<file path="config.mk">
export PLATFORM = sky130hd
export DESIGN_NAME = io_input_interface
export DESIGN_NICKNAME = d
export VERILOG_FILES = /design/src/rtl/io_pkg.sv /design/src/rtl/io_fifo.sv /design/src/rtl/io_input_interface.sv
export SDC_FILE = /design/constraint.sdc
export NUM_CORES = 1
export LEC_CHECK = 0
export BUFFER_PORTS_ARGS = -buffer_cell sky130_fd_sc_hd__buf_4
export CAP_MARGIN = 25
export CORE_ASPECT_RATIO = 1.75
export CORE_MARGIN = 3
export CORE_UTILIZATION = 45
export CTS_CLUSTER_DIAMETER = 100
export DETAILED_ROUTE_END_ITERATION = 7
export GPL_TIMING_DRIVEN = 0
export PLACE_DENSITY = 0.81
export SLEW_MARGIN = 10
export SYNTH_ARGS = -nofsm -noshare
export SYNTH_HDL_FRONTEND = slang
export SYNTH_SLANG_ARGS = --single-unit
</file>
<file path="constraint.sdc">
create_clock -name Clk -period 2.9 [get_ports Clk]
set_input_delay 0.58 -clock Clk [delete_from_list [all_inputs] [get_ports Clk]]
set_output_delay 0.58 -clock Clk [all_outputs]
set_load 0.02 [all_outputs]
</file>
<file path="src/rtl/io_pkg.sv">
// Shared register map for the memory-mapped input peripheral.
// Offsets are word indices within the 16-byte window (Addr[3:2]).
package io_pkg;

   typedef enum logic [1:0] {
      OFF_DATA   = 2'd0,
      OFF_STATUS = 2'd1,
      OFF_CTRL   = 2'd2,
      OFF_RSVD   = 2'd3
   } reg_off_e;

   localparam int ST_EMPTY     = 0;
   localparam int ST_FULL      = 1;
   localparam int ST_UF        = 2;
   localparam int ST_COUNT_LSB = 8;
   localparam int ST_COUNT_W   = 8;

   localparam int CTRL_FLUSH  = 0;
   localparam int CTRL_IRQ_EN = 1;
   localparam int CTRL_CLR_UF = 2;

endpackage

</file>
<file path="src/rtl/io_fifo.sv">
// Synchronous FIFO with flush; head is combinational so loads see it in the
// same cycle. Push when full and pop when empty are ignored internally.
module io_fifo #(
   parameter int DATA_W = 32,
   parameter int DEPTH  = 4,
   localparam int AW    = $clog2(DEPTH),
   localparam int CW    = AW + 1
) (
   input  logic              clk,
   input  logic              rst_n,
   input  logic              i_push,
   input  logic              i_pop,
   input  logic              i_flush,
   input  logic [DATA_W-1:0] i_data,
   output logic [DATA_W-1:0] o_head,
   output logic [CW-1:0]     o_count,
   output logic              o_empty,
   output logic              o_full
);

   logic [DATA_W-1:0] r_mem [DEPTH];
   logic [AW-1:0]     r_wr_ptr;
   logic [AW-1:0]     r_rd_ptr;
   logic [CW-1:0]     r_count;
   logic              w_push;
   logic              w_pop;

   assign o_count = r_count;
   assign o_empty = (r_count == '0);
   assign o_full  = (r_count == CW'(DEPTH));
   assign o_head  = r_mem[r_rd_ptr];
   assign w_push  = i_push & ~o_full & ~i_flush;
   assign w_pop   = i_pop & ~o_empty & ~i_flush;

   // NOTE: sequential state uses non-blocking assignments so every register
   // samples the pre-edge values of its neighbours regardless of block order.
   always_ff @(posedge clk or negedge rst_n) begin
      if (!rst_n) begin
         r_wr_ptr <= '0;
         r_rd_ptr <= '0;
         r_count  <= '0;
      end else if (i_flush) begin
         r_wr_ptr <= '0;
         r_rd_ptr <= '0;
         r_count  <= '0;
      end else begin
         if (w_push) r_wr_ptr <= r_wr_ptr + AW'(1);
         if (w_pop)  r_rd_ptr <= r_rd_ptr + AW'(1);
         case ({w_push, w_pop})
            2'b10:   r_count <= r_count + CW'(1);
            2'b01:   r_count <= r_count - CW'(1);
            default: r_count <= r_count;
         endcase
      end
   end

   // NOTE: storage is deliberately not reset; count/pointers guard every read,
   // so stale words are never observable and the array can map to plain RAM.
   always_ff @(posedge clk) begin
      if (w_push) r_mem[r_wr_ptr] <= i_data;
   end

endmodule

</file>
<file path="src/rtl/io_input_interface.sv">
// Bus responder for core loads/stores: DATA/STATUS/CTRL registers over an
// input FIFO fed by a valid/ready producer, with a level interrupt request.
module io_input_interface
   import io_pkg::*;
#(
   parameter int          DATA_W    = 32,
   parameter int          DEPTH     = 4,
   parameter logic [31:0] BASE_ADDR = 32'hFFFF_0000,
   localparam int         CW        = $clog2(DEPTH) + 1
) (
   input  logic              Clk,
   input  logic              Reset_n,
   input  logic [31:0]       Addr,
   input  logic              MemRead,
   input  logic              MemWrite,
   input  logic [DATA_W-1:0] WriteData,
   output logic [DATA_W-1:0] ReadData,
   output logic              Hit,
   input  logic              InValid,
   input  logic [DATA_W-1:0] InData,
   output logic              InReady,
   output logic              IrqPending
);

   reg_off_e          w_off;
   logic              w_rd;
   logic              w_wr;
   logic              w_ctrl_wr;
   logic              w_flush;
   logic              w_data_rd;
   logic              w_pop;
   logic              w_push;
   logic              w_empty;
   logic              w_full;
   logic [CW-1:0]     w_count;
   logic [DATA_W-1:0] w_head;
   logic              r_irq_en;
   logic              r_uf;
   logic              r_irq;

   assign Hit   = (Addr[31:4] == BASE_ADDR[31:4]);
   assign w_off = reg_off_e'(Addr[3:2]);

   // A simultaneous store wins: the load still returns data but has no side effect.
   assign w_rd      = Hit & MemRead & ~MemWrite;
   assign w_wr      = Hit & MemWrite;
   assign w_ctrl_wr = w_wr & (w_off == OFF_CTRL);
   assign w_flush   = w_ctrl_wr & WriteData[CTRL_FLUSH];
   assign w_data_rd = w_rd & (w_off == OFF_DATA);
   assign w_pop     = w_data_rd & ~w_empty;

   assign InReady = ~w_full & ~w_flush;
   assign w_push  = InValid & InReady;

   io_fifo #(
      .DATA_W (DATA_W),
      .DEPTH  (DEPTH)
   ) u_fifo (
      .clk     (Clk),
      .rst_n   (Reset_n),
      .i_push  (w_push),
      .i_pop   (w_pop),
      .i_flush (w_flush),
      .i_data  (InData),
      .o_head  (w_head),
      .o_count (w_count),
      .o_empty (w_empty),
      .o_full  (w_full)
   );

   always_ff @(posedge Clk or negedge Reset_n) begin
      if (!Reset_n) begin
         r_irq_en <= 1'b0;
         r_uf     <= 1'b0;
         r_irq    <= 1'b0;
      end else begin
         if (w_ctrl_wr) r_irq_en <= WriteData[CTRL_IRQ_EN];
         if (w_data_rd && w_empty)
            r_uf <= 1'b1;
         else if (w_ctrl_wr && WriteData[CTRL_CLR_UF])
            r_uf <= 1'b0;
         r_irq <= r_irq_en & ~w_empty;
      end
   end

   assign IrqPending = r_irq;

   // NOTE: ReadData gets a default before any branch, so no path leaves it
   // unassigned and no latch is inferred.
   always_comb begin
      ReadData = '0;
      if (Hit && MemRead) begin
         case (w_off)
            OFF_DATA: begin
               if (!w_empty) ReadData = w_head;
            end
            OFF_STATUS: begin
               ReadData[ST_EMPTY]                      = w_empty;
               ReadData[ST_FULL]                       = w_full;
               ReadData[ST_UF]                         = r_uf;
               ReadData[ST_COUNT_LSB +: ST_COUNT_W]    = ST_COUNT_W'(w_count);
            end
            OFF_CTRL: begin
               ReadData[CTRL_IRQ_EN] = r_irq_en;
            end
            default: ReadData = '0;
         endcase
      end
   end

endmodule

</file>
# Word-level counts from Yosys, hierarchy flattened
# Memory sizes are Yosys's and may differ from the RTL's.
# Cells that the tools add are included.
# W data, S select, Z words.
dict set report word_totals {
  register_bits 10
  ramBits 128
  input_bits 101
  output_inout_bits 35
  word_cells 62
  mem_count 1
}
dict set report op_classes {
  add_sub_neg 4
  eq_ne 6
  n_mux 18
  n_bitwise 18
  reduce_logical 9
}
# name words word_bits read_ports rd_clocked_by_memory_dff wr line
set mem_list {}
lappend mem_list {u_fifo.r_mem 4 32 1 0 1 io_fifo.sv:21} ;# logic [DATA_W-1:0] r_mem [DEPTH];
# operator n
set op_table {}
lappend op_table {{$mux W32} 2}
lappend op_table {{$eq A28 B28 Y1 const B} 1}
lappend op_table {{$mux W16} 1}
lappend op_table {{$pmux W8 S2} 1}
lappend op_table {{$and A1 B1 Y1} 14}
lappend op_table {{$mux W2} 4}
lappend op_table {{$pmux W3 S2} 1}
lappend op_table {{$reduce_bool A2 Y1} 3}
lappend op_table {{$mux W5} 1}
lappend op_table {{$add A2 B1 Y2 const B} 2}
lappend op_table {{$eq A2 B1 Y1 const B} 2}
lappend op_table {{$eq A2 B2 Y1 const B} 2}
lappend op_table {{$mux W1} 4}
lappend op_table {{$not A1 Y1} 4}
lappend op_table {{$pmux W1 S2} 2}
lappend op_table {{$add A3 B1 Y3 const B} 1}
lappend op_table {{$eq A3 B3 Y1 const B} 1}
lappend op_table {{$logic_and A1 B1 Y1} 3}
lappend op_table {{$logic_not A3 Y1} 1}
lappend op_table {{$mux W3} 1}
lappend op_table {{$pmux W1 S3} 1}
lappend op_table {{$reduce_bool A3 Y1} 1}
lappend op_table {{$sub A3 B1 Y3 const B} 1}
lappend op_table {{$logic_not A2 Y1} 1}

# Depth between registers and ports, before layout
dict set report logic_depth {
  word_depth 12
  depth_mapped 11
  mapped_depth_nobuf 10
}

# By module
# Synthesis repeated with hierarchy kept, for this count alone.
dict set report hier_totals {
  hier_cells 308
  area_unflattened_um2 5738.0
}
# module n_inst cells_per_inst area_each_um2
set by_module_without_submodules {}
lappend by_module_without_submodules {io_fifo 1 232 5178.7}
lappend by_module_without_submodules {io_input_interface 1 76 559.3}

# Worst setup path before layout
# OpenSTA, ideal clock, no wires.
dict set report synth_timing {
  kind {input port to flip-flop}
  startpoint {input port Addr[29]}
  endpoint {memory u_fifo.r_mem[0][0], enable pin}
  t_arrival_ns 2.805
  path_slack_ns -0.326
  stages 6
  cell_sequence {and4_1 -> and4_2 -> buf_6 -> and4_4 -> buf_4 -> nor2_1}
}
dict set report synth_via {
  elab_chain_len 11
}
# item line
set synth_rtl {}
lappend synth_rtl {{start: declaration} io_input_interface.sv:13} ;# input logic [31:0] Addr,
lappend synth_rtl {{$eq A28 B28 Y1 (*)} io_input_interface.sv:41} ;# assign Hit = (Addr[31:4] == BASE_ADDR[31:4]);
lappend synth_rtl {{$and A1 B1 Y1 (*)} io_input_interface.sv:46} ;# assign w_wr = Hit & MemWrite;
lappend synth_rtl {{$and A1 B1 Y1 (*)} io_input_interface.sv:47} ;# assign w_ctrl_wr = w_wr & (w_off == OFF_CTRL);
lappend synth_rtl {{$and A1 B1 Y1 (*)} io_input_interface.sv:48} ;# assign w_flush = w_ctrl_wr & WriteData[CTRL_FLUSH];
lappend synth_rtl {{$not A1 Y1 (*)} {io_fifo.sv:32, io_input_interface.sv:52}}
lappend synth_rtl {{$and A1 B1 Y1} io_input_interface.sv:52} ;# assign InReady = ~w_full & ~w_flush;
lappend synth_rtl {{$and A1 B1 Y1} io_input_interface.sv:53} ;# assign w_push = InValid & InReady;
lappend synth_rtl {{$and A1 B1 Y1} io_fifo.sv:32} ;# assign w_push = i_push & ~o_full & ~i_flush;
lappend synth_rtl {{$and A1 B1 Y1 (*)} io_fifo.sv:32}
lappend synth_rtl {{$mux W1 (*)} io_fifo.sv:60} ;# if (w_push) r_mem[r_wr_ptr] <= i_data;
lappend synth_rtl {{$mux W1 (not written as such) (*)} io_fifo.sv:60}
lappend synth_rtl {{end: declaration} io_fifo.sv:21}
# Mark *: on every way between the ends. The rest lies on a longest branch, timed or not.

# Worst setup path in the final report
dict set report layout_timing {
  startpoint {input port Addr[4]}
  endpoint {output port ReadData[15]}
}
dict set report layout_via {
  elab_chain_len 3
}
# item line
set layout_rtl {}
lappend layout_rtl {{$eq A28 B28 Y1} io_input_interface.sv:41}
lappend layout_rtl {{$logic_and A1 B1 Y1} io_input_interface.sv:92} ;# if (Hit && MemRead) begin
lappend layout_rtl {{$mux W32} io_input_interface.sv:92}
lappend layout_rtl {{end: declaration} io_input_interface.sv:17} ;# output logic [DATA_W-1:0] ReadData,
# Every way passes these cells.

==> run_results.csv <==
group,metric,value,unit
power_and_ir_drop,power.density,761.8,nW/um^2
logic_synthesis,yosys_warnings,0,
logic_synthesis,synth_top_area_share,67.19,%
detailed_routing,via_count,3219,
setup_path,crit_fanout,10,
flow_run,cap_violations,0,
die,dieWidth,91.23,um
sta,fin_skew,0.005933,ns
clock_tree,cts_htree_levels,4,
die,pin_count,136,
global_route,met3_usage,5.709,%
setup_path,arrival,2.21,ns
power_and_ir_drop,p_seq_share,48.1,%
power_and_ir_drop,peakVddDrop,0.0004964,V
sta,fin_ws,0.1074,ns
sta,hold_violations,0,
sta,min_period_over_period,96.30,%
logic_synthesis,ys_seq_area_share,71.57,%
placement,gp_congestion,0.8025,
clock_tree,root_buffer,"clkbuf_16",
detailed_routing,routed_wl,11.70,mm
logic_synthesis,yosys_most_used_dff,"edfxtp_1",
global_route,grt_first_pass_wirelength,18.66,mm
run_status,outcome,"finished, final reports clean",
finish,fin_cells,604,
placement,placed_cell_area,6848,sq um
setup_path,start_kind,"primary input",
logic_synthesis,yosysTopAreaCell,"edfxtp_1",
logic_synthesis,async_reset_ff_share,7.246,%
clock_tree,clkLatencyLatePin,0.41,ns
power_and_ir_drop,p_comb_share,14.1,%
setup_path,cp-end-kind,"output pin",
global_route,first_global_vias,3626,
global_route,grt_remaining_overflow,0,
finish,nets,533,
clock_tree,clockBufferDepth,2,
sta,max_freq,358.1,MHz
die,design.die.area,14150,sq um
die,num_rows,53,
detailed_routing,ant_nets,0,
finish,n_antenna_cell,0,
min_path,hold_class,"primary input to flip-flop",
global_route,grt_usage,17.64,%
clock_tree,clock-sinks,138,
sta,drv_slew,0,
logic_synthesis,synthCells,298,
power_and_ir_drop,switchingPower,1.379,mW
finish,post-route-cell-area,7481,sq um
die,die_h,155.2,um
power_and_ir_drop,leakagePower,2.732,nW
power_and_ir_drop,clkPwrFrac,37.8,%
clock_tree,cts_tree,"done",
sta,fin_crit,2.793,ns
logic_synthesis,synth_area,5720,sq um
clock_tree,clkTransAtPathRegs,0.06,ns
placement,dp_slack,0.03854,ns
finish,drive_gt1_share,46.01,%
logic_synthesis,syn-num-nets,405,
sta,hold_slack,0.3684,ns
detailed_routing,drtIter0Drc,134,
die,core-area,12200,sq um
placement,dp_cells,571,
detailed_routing,drc_errors,0,
placement,dp_hpwl,7.890,mm
global_route,grtUsageMet1,18.20,%
global_route,use_met2,31.03,%
detailed_routing,wl_per_cell,19.37,um
clock_tree,numCtsBuffers,17,
sta,setup_viol,0,
clock_tree,postCtsSetupBuffers,0,
finish,area_growth,30.77,%
power_and_ir_drop,swShare,24.20,%
detailed_routing,viasPerCell,5.329,
sta,rsz0062_at_grt,"no",
finish,final_cell_mix,"128 x edfxtp_1, 108 x buf_4, 32 x mux4_2, 29 x nor2b_1, 17 x clkbuf_16",
die,start_util,46.88,%
sta,max-slew-margin-rel,61.13,%
setup_path,crit_required,2.32,ns
logic_synthesis,synth.avg_cell_area,19.20,sq um
finish,final_util,61.31,%
setup_path,critPathKind,"primary input to output pin",
detailed_routing,first_pass_iters,4,
sta,worst_pin_slew,0.5817,ns
global_route,grt_max_degree,20,
logic_synthesis,synth-edff-count,128,
placement,port-buffer-count,104,
power_and_ir_drop,internal_power,4.320,mW
logic_synthesis,synth_seq_cells,138,
logic_synthesis,ys_types,47,
finish,layout_commonest_cell,"edfxtp_1",
global_route,antenna_found_initial,0,
global_route,busiest_layer,"met2",
logic_synthesis,ys_top_cells_by_area,"edfxtp_1 67%, mux4_2 13%, dfrtp_1 4.4%, nor2b_1 3.2%, nor2_1 1.3%",
cell usage after synthesis, drive strengths merged, types with 2 or more instances:
master  number
nand2b       2
nand2        9
a21oi        2
clkbuf       4
a22oi        4
edfxtp     128
nor2        20
xnor2        3
nor2b       29
mux2i        2
dfrtp       10
mux4        32
nor3         3
buf         10
and4bb       2
nand3        2
inv          3
nor4         2
ha           5
nand4        4
nor3b        2
and4         4
critical path: stages:
cell and delay (ns):
buf_4 0.11, and4bb_2 0.31, nor3b_4 0.35, nand4_4 0.27, buf_6 0.23, nor2b_1 0.18
buf_4 0.18
power groups by stage:
stage	registers, mW	logic [mW]	clock network, mW
after floorplan	2.75	0.426	0
after global placement	2.78	0.646	0
after detailed placement	2.78	0.805	0
after CTS	2.74	0.815	2.19
after global routing	2.77	0.877	2.26
final	2.74	0.804	2.16
flip-flops by register name, summed over array words and instances, names as in the netlist:
signal,flops
u_fifo.r_mem,128
u_fifo.o_count,3
u_fifo.r_rd_ptr,2
r_uf,1
u_fifo.r_wr_ptr,2
IrqPending,1
r_irq_en,1
repair_timing:
| action | CTS | global route |
|---|---|---|
| endpoints found under the setup margin | 20 | 12 |
| hold buffers | 1 | 0 |
| pin swaps | 0 | 1 |
| gates cloned | 0 | 0 |
| hold endpoints to repair | 10 | 0 |
| resized for setup | 2 | 4 |
area by class of cell:
| class | instances | area (sq um) |
|---|---|---|
| Inverter | 3 | 11.26 |
| Clock inverter | 15 | 175.2 |
| Sequential cell | 138 | 4094 |
| Buffer | 14 | 101.3 |
| Clock buffer | 17 | 425.4 |
| Timing Repair Buffer | 109 | 900.9 |
| Tap cell | 165 | 206.4 |
| Multi-Input combinational cell | 143 | 1567 |
| Fill cell | 926 | 4721 |
routing by layer:
metal	share of wire [%]	routed length, um
met1	35	4152
met4	3.2	380
met5	0	0
met3	6.1	712
met2	55	6455
logic make-up (layout without fill, tap and decap cells):
kind of cell,Yosys count,after routing,share of synthesized area (%)
XOR/XNOR,4,4,0.6125
multiplexers,35,35,13.15
flip-flops,138,138,71.57
AO/OA/AOI/OAI,12,12,1.597
AND/OR/NAND/NOR,86,86,9.820
buffers and inverters,17,158,1.815
adder cells (fa/ha/maj),6,6,1.444
stage by stage:
step	power [mW]	TNS [ns]
CTS	5.745	0
detailed placement	3.580	0
floorplan	3.174	-41.69
global placement	3.422	-193.31
global route	5.915	0
finish	5.699	0
worst paths after layout:
kind                                                    start                        endpoint  slack (ns)  depth (start not counted)
worst max-delay path                                  Addr[4]                    ReadData[15]        0.11                          7
worst min-delay path                               InData[29]   u_fifo.r_mem[3][29]$_DFFE_PP_        0.37                          1
worst max register to register  u_fifo.o_count[1]$_DFFE_PN0P_   u_fifo.o_count[2]$_DFFE_PN0P_        0.37                          9
worst min register to register               r_uf$_DFFE_PN0P_                r_uf$_DFFE_PN0P_        0.54                          1
max in group asynchronous                             Reset_n  u_fifo.r_wr_ptr[1]$_DFFE_PN0P_        2.21                          2
min in group asynchronous                             Reset_n  u_fifo.r_rd_ptr[0]$_DFFE_PN0P_        0.54                          2
Note: power is estimated with default switching activity, not from simulation.
